$ cat config.mk
export PLATFORM = sky130hd
export DESIGN_NAME = eq2_comparator
export DESIGN_NICKNAME = d
export VERILOG_FILES = /design/src/rtl/eq2_pkg.sv /design/src/rtl/eq2_comparator_eq1_cell.sv /design/src/rtl/eq2_comparator.sv
export SDC_FILE = /design/constraint.sdc
export NUM_CORES = 1
export LEC_CHECK = 0
export BUFFER_PORTS_ARGS = -buffer_cell sky130_fd_sc_hd__buf_2
export CAP_MARGIN = 0
export CORE_AREA = 10 10 47 49
export CTS_CLUSTER_SIZE = 8
export DETAILED_ROUTE_END_ITERATION = 16
export DIE_AREA = 0 0 57 59
export GPL_TIMING_DRIVEN = 0
export PLACE_DENSITY = 0.69
export REMOVE_ABC_BUFFERS = 1
export SYNTH_ARGS = -nofsm -noshare
export SYNTH_HDL_FRONTEND = slang
export SYNTH_SLANG_ARGS = --single-unit
$ cat constraint.sdc
create_clock -name clk -period 1.7 [get_ports clk]
set_input_delay 0.17 -clock clk [delete_from_list [all_inputs] [get_ports clk]]
set_output_delay 0.17 -clock clk [all_outputs]
set_load 0.01 [all_outputs]
$ cat src/rtl/eq2_pkg.sv
// Shared constants and the saturating-increment helper for the eq2 comparator.
package eq2_pkg;

  localparam int EQ_WIDTH  = 2;
  localparam int EQ_CNT_W  = 8;
  localparam int CNT_MAX_W = 32;

  // Returns cnt+1, or cnt unchanged once it has reached max_val (no wrap).
  function automatic logic [CNT_MAX_W-1:0] cnt_sat_inc(
    input logic [CNT_MAX_W-1:0] cnt,
    input logic [CNT_MAX_W-1:0] max_val
  );
    logic [CNT_MAX_W-1:0] res;
    if (cnt >= max_val) begin
      res = cnt;
    end else begin
      res = cnt + 32'd1;
    end
    return res;
  endfunction

endpackage

$ cat src/rtl/eq2_comparator_eq1_cell.sv
// Single-bit equality cell: eq_i is high when both input bits match.
module eq1_cell (
  input  logic a_i,
  input  logic b_i,
  output logic eq_i
);

  assign eq_i = ~(a_i ^ b_i);

endmodule

$ cat src/rtl/eq2_comparator.sv
// Registered WIDTH-bit equality comparator with valid qualifier and a
// saturating, clearable match counter for observability.
module eq2_comparator
  import eq2_pkg::*;
#(
  parameter int WIDTH = EQ_WIDTH,
  parameter int CNT_W = EQ_CNT_W
) (
  input  logic             clk,
  input  logic             rst_n,
  input  logic [WIDTH-1:0] a,
  input  logic [WIDTH-1:0] b,
  input  logic             in_valid,
  input  logic             clr_cnt,
  output logic             aeqb,
  output logic             out_valid,
  output logic [CNT_W-1:0] match_cnt
);

  logic [WIDTH-1:0]     eq_bits_s;
  logic                 eq_s;
  logic                 aeqb_r;
  logic                 out_valid_r;
  logic [CNT_W-1:0]     match_cnt_r;
  logic [CNT_W-1:0]     cnt_next_s;
  logic [CNT_MAX_W-1:0] cnt_ext_s;
  logic [CNT_MAX_W-1:0] cnt_max_s;

  for (genvar i = 0; i < WIDTH; i++) begin : g_cell
    eq1_cell u_cell (
      .a_i  (a[i]),
      .b_i  (b[i]),
      .eq_i (eq_bits_s[i])
    );
  end

  assign eq_s = &eq_bits_s;

  // Next counter value; clear wins over a coincident matching sample.
  always_comb begin
    cnt_ext_s = '0;
    cnt_max_s = '0;
    cnt_ext_s[CNT_W-1:0] = match_cnt_r;
    cnt_max_s[CNT_W-1:0] = {CNT_W{1'b1}};
    if (clr_cnt) begin
      cnt_next_s = '0;
    end else if (in_valid && eq_s) begin
      cnt_next_s = CNT_W'(cnt_sat_inc(cnt_ext_s, cnt_max_s));
    end else begin
      cnt_next_s = match_cnt_r;
    end
  end

  // Result, qualifier and counter registers.
  always_ff @(posedge clk or negedge rst_n) begin
    if (!rst_n) begin
      aeqb_r      <= 1'b0;
      out_valid_r <= 1'b0;
      match_cnt_r <= '0;
    end else begin
      aeqb_r      <= eq_s;
      out_valid_r <= in_valid;
      match_cnt_r <= cnt_next_s;
    end
  end

  assign aeqb      = aeqb_r;
  assign out_valid = out_valid_r;
  assign match_cnt = match_cnt_r;

endmodule

Word level (Yosys, flattened, before mapping)
Index checks and enable logic that the tools add are counted.
{"block": "classes", "n_addsub": 1, "n_mux": 3, "n_eq_ne": 1, "bitwise_logic": 4, "n_reduce_logical": 4, "magnitude_cmp": 1}
{"operator": "two-way mux 8 bit", "n": 3}
{"operator": "adder 8 x 1 -> 8 bit (second input constant)", "n": 1}
{"operator": "greater-or-equal comparator 8 bit (second input constant)", "n": 1}
{"operator": "AND reduction 2 bit", "n": 2}
{"operator": "!= test 2 bit (second input constant)", "n": 1}
{"operator": "NOT 1 bit", "n": 2}
{"operator": "nonzero test 2 bit", "n": 1}
{"operator": "bitwise XOR 1 bit", "n": 2}
{"operator": "logical AND 1 bit", "n": 1}
{"block": "word_totals", "out_inout_bits": 10, "ff_bits": 10, "in_bits": 8, "elab_cells": 17}

Logic depth before layout (Yosys ltp)
{"block": "logic_depth", "depth_word": 6, "depth_mapped": 5, "depth_no_buf": 5}

By module
A second synthesis with hierarchy kept.
{"block": "unflattened", "cells_unflattened": 49, "area_unflattened_um2": 495.5}
{"module": "eq2_comparator", "instances": 1, "cells_each": 47, "area_per_inst_um2": 478.0, "seq_area_each_um2": 250.2}
{"module": "eq1_cell", "instances": 2, "cells_each": 1, "area_per_inst_um2": 8.8, "seq_area_each_um2": 0.0}

Worst setup path before layout
OpenSTA, ideal clock, no wires.
{"block": "synth_timing", "kind": "reg-to-reg", "from": "reg match_cnt_r[2], in the netlist match_cnt[2]", "to": "reg match_cnt_r[5], in the netlist match_cnt[5]", "arrival_ps": 1515, "stages_incl_launch_ff": 5, "slack_ps": 61, "synth_period_minus_slack_ps": 1639, "required_ps": 1575, "path_buffers": 0, "setup_time_ps": 125, "cell_sequence": "dfrtp_1 > nand3_1 > nor4_1 > and3_1 > mux2_2"}
{"block": "synth_between", "elab_chain_len": 4, "elab_cells_between_ends": 7, "cone_classes": "add/sub (1); order compare (1); eq/ne (1); mux (3); reduce/logical (1)"}
{"element": "from (decl)", "line_no": "eq2_comparator.sv:24", "text": "logic [CNT_W-1:0] match_cnt_r;"}
{"element": "from (signal assigned)", "line_no": "eq2_comparator.sv:63", "text": "match_cnt_r <= cnt_next_s;"}
{"element": "adder 8 x 1 -> 8 bit", "line_no": "eq2_pkg.sv:17", "text": "res = cnt + 32'd1;"}
{"element": "two-way mux 8 bit", "line_no": "eq2_pkg.sv:14", "text": "if (cnt >= max_val) begin"}
{"element": "two-way mux 8 bit", "line_no": "eq2_comparator.sv:47", "text": "end else if (in_valid && eq_s) begin"}
{"element": "two-way mux 8 bit", "line_no": "eq2_comparator.sv:45", "text": "if (clr_cnt) begin"}
Several ways; a longest one is shown, not always the timed one. The select of a mux whose other input is x is not followed.
A chain may end at the register's enable or synchronous reset.

Final worst setup path
Same ends and word-level chain as after synthesis.

==> run_results.csv <==
group,metric,value,unit
timing,finalSetupViolations,0,
min_path,min_from,"in_valid",
min_path,hold_path_class,"in -> reg",
setup_path,regToRegSetupSlack,0.14,ns
global_routing,grt_util_met2,13.8,%
global_routing,track_usage,8.31,%
die,fp.dieArea,3360,µm²
setup_path,worst_r2r_endpoint,"match_cnt[5]$_DFFE_PN0P_",
final_layout,syn_to_final_growth,26.7,%
drt,first_iter_violations,18,
placement,dpl_worst_slack,-0.0773,ns
power,power.static_leakage,0.000320,µW
die,chipWidth,57,µm
placement,post_place_cells,85,
synthesis,synth.yosys.seq_area_share,46.1,%
die,floorplan.die.height,59,µm
synthesis,avgSynthCellArea,10.2,µm²
timing,max_slew.worst_pin.slew,0.455,ns
drt,avgRoutedWirePerCell,14.9,µm
outcome,status,"finished, final reports clean",
global_routing,grt_most_used_layer,"met2",
timing,clock-skew-final,0.00314,ns
placement,placer_congestion,0.780,
die,placement_rows,14,
synthesis,synthTopCellsByCount,"10 x dfrtp_1, 5 x nor2_1, 3 x nand2_1, 3 x nand3_1, 3 x nor2b_1",
setup_path,timing.critical_path.fanout_max,8,
die,core_region_area,1400,µm²
setup_path,critical_path.startpoint_type,"flop",
power,worst_case_vdd_ir_drop,0.317,mV
timing,setup_repair_after_global_routing_missed_its_margin,"false",
cts,tritoncts_clock_tree,"done",
min_path,hold-path-cell-count,1,
cts,ctsLongestPathBuffers,2,
synthesis,synth_seq_cells,10,
synthesis,netlist.area_leader.share,46.1,%
synthesis,mappedNetlistArea,543,µm²
final_layout,area_of_combinational_cells_with_multiple_inputs,299,µm²
cts,number_of_sinks_driven_by_the_clock_tree,10,
job,max_cap_viol_count,0,
timing,final_critical_path_setup_slack,0.145,ns
synthesis,synth_enable_flop_cells,0,
timing,setup_tns,0,ns
synthesis,yosys_warnings,0,
synthesis,postSynth.asyncResetShare,100,%
setup_path,reg2reg_from,"match_cnt[2]$_DFFE_PN0P_",
placement,placedInstanceArea,639,µm²
timing,final_min_period_over_clock_period,91.5,%
power,finalPower,464,µW
global_routing,grt_pass1_vias,519,
die,initial_utilization,38.8,%
global_routing,wire_length_of_the_first_global_routing_pass,2220,µm
global_routing,grt_start_max_net_pins,12,
final_layout,drive_gt1_share,37.0,%
final_layout,number_of_standard_cells_in_the_layout_taps_in_and_fillers_out,89,
die,top_level_ports,18,
cts,source_to_sink_clock_delay_at_the_later_pin_of_the_worst_skew_pair,0.27,ns
setup_path,required,1.85,ns
global_routing,antenna_found_initial,0,
final_layout,n_fill_cell,144,
drt,final_antenna_net_count,0,
drt,drt_drc_violations_left,0,
final_layout,finalInstanceArea,688,µm²
drt,avgViaCountPerCell,5.78,
placement,port-buffer-count,17,
timing,max_slew_margin,69.5,%
global_routing,grt_overflow,0,
cts,cts_made_buffers,3,
power,power_density,674,nW/µm²
global_routing,grt_met1_usage,8.34,%
final_layout,final-seq-area,251,µm²
drt,detailroute.via_count,514,
synthesis,netlist_instances,53,
synthesis,synth_most_common_cell,"dfrtp_1",
placement,place_hpwl,981,µm
cts,clk_pin_slew,0.06,ns
min_path,whs_endpoint,"out_valid$_DFF_PN0_",
setup_path,timing_worst_setup_path_type,"reg -> reg",
synthesis,post_synth_num_cell_types,25,
final_layout,finalNetCount,84,
cts,cts_root_buf,"clkbuf_4",
global_routing,gr-usage-met3,5.79,%
setup_path,crit_arrival,1.71,ns
final_layout,n_antenna_cell,0,
synthesis,post-synth-top-area-cell,"dfrtp_1",
cts,cts_htree_levels,1,
timing,max_fclk,643,MHz
setup_path,rr_worst_depth,4,
synthesis,dominantRegCellSynth,"dfrtp_1",
synthesis,netlist_top_cells_area,"dfrtp_1 46%, mux2_2 4.1%, nor2_1 3.5%",
timing,maxSlewViolCount,0,
setup_path,worst_setup_path_end_kind,"flop",
drt,routed_wl,1330,µm
drt,firstDrtPassIters,4,
timing,hold_viol_final,0,
timing,finalWorstPathRequiredPeriod,1.56,ns
-- routing by layer --
layer	share of wire (%)	wire (µm)
met1	36	479
met2	52	688
met3	11	151
met4	0.60	8
met5	0	0
-- final cells by class --
class / instances / share of cell area [%]
sequential: 10 / 36.5
timing repair buffer: 18 / 13.8
tap: 16 / 2.91
multi-input combinational: 42 / 43.5
clock buffer: 3 / 3.27
-- how the worst max path moves through the flow --
stage / from / end / cells past startpoint
after floorplan: match_cnt[2]$_DFFE_PN0P_ / match_cnt[5]$_DFFE_PN0P_ / 4
after global placement: match_cnt[2]$_DFFE_PN0P_ / match_cnt[5]$_DFFE_PN0P_ / 4
after detailed placement: match_cnt[2]$_DFFE_PN0P_ / match_cnt[5]$_DFFE_PN0P_ / 4
after CTS: match_cnt[2]$_DFFE_PN0P_ / match_cnt[5]$_DFFE_PN0P_ / 4
after global routing: match_cnt[2]$_DFFE_PN0P_ / match_cnt[5]$_DFFE_PN0P_ / 4
final: match_cnt[2]$_DFFE_PN0P_ / match_cnt[5]$_DFFE_PN0P_ / 4
-- where the power goes --
part           internal [µW]  switching, µW  leakage (µW)  total, µW
clock                   81.8           79.3     0.0000138        161
sequential               244           3.52      0.000134        247
combinational           22.7           32.5      0.000172       55.2
-- registers in the layout, indices dropped and copies added (netlist names) --
name / flops
match_cnt: 8
aeqb: 1
out_valid: 1
-- worst max-delay path: stages, from the launching register on --
cell and delay (ns):
dfrtp_2 0.43, nand3_1 0.16, nor4_4 0.31, and3_1 0.22, mux2_2 0.33
-- per-stage QoR --
stage / hold slack [ns] / util, %
finish: 0.0470 / 49.1
global route: 0.0343 / 49.1
global placement: 0.0418 / 45.6
CTS: 0.0402 / 48.4
detailed placement: 0.0429 / 45.6
floorplan: -0.126 / -
-- layout by cell type (no fill, tap or decap), types with 2 or more instances in the layout --
master    count
a211oi_1      2
a21oi_1       2
a31oi_1       2
and3_1        2
buf_2        17
clkbuf_4      3
dfrtp_1       9
mux2_2        2
nand2_1       3
nand2b_1      2
nand3_1       3
nand4_1       2
nor2_1        5
nor2b_1       3
xor2_1        2
-- cells by family after synthesis --
| group | synth area share (%) |
|---|---|
| simple gates | 27.6 |
| compound gates | 13.1 |
| flops | 46.1 |
| mux | 5.99 |
| xor+xnor | 3.23 |
| buf+inv | 1.61 |
| fa+ha+maj | 2.30 |
-- repair_timing --
action	CTS	global route
setup endpoints to repair	1	1
hold buffers	1	0
buffers inserted	0	0
gates resized for setup	1	2
hold endpoints to repair	10	0
Power figures use the tool's default switching activity.
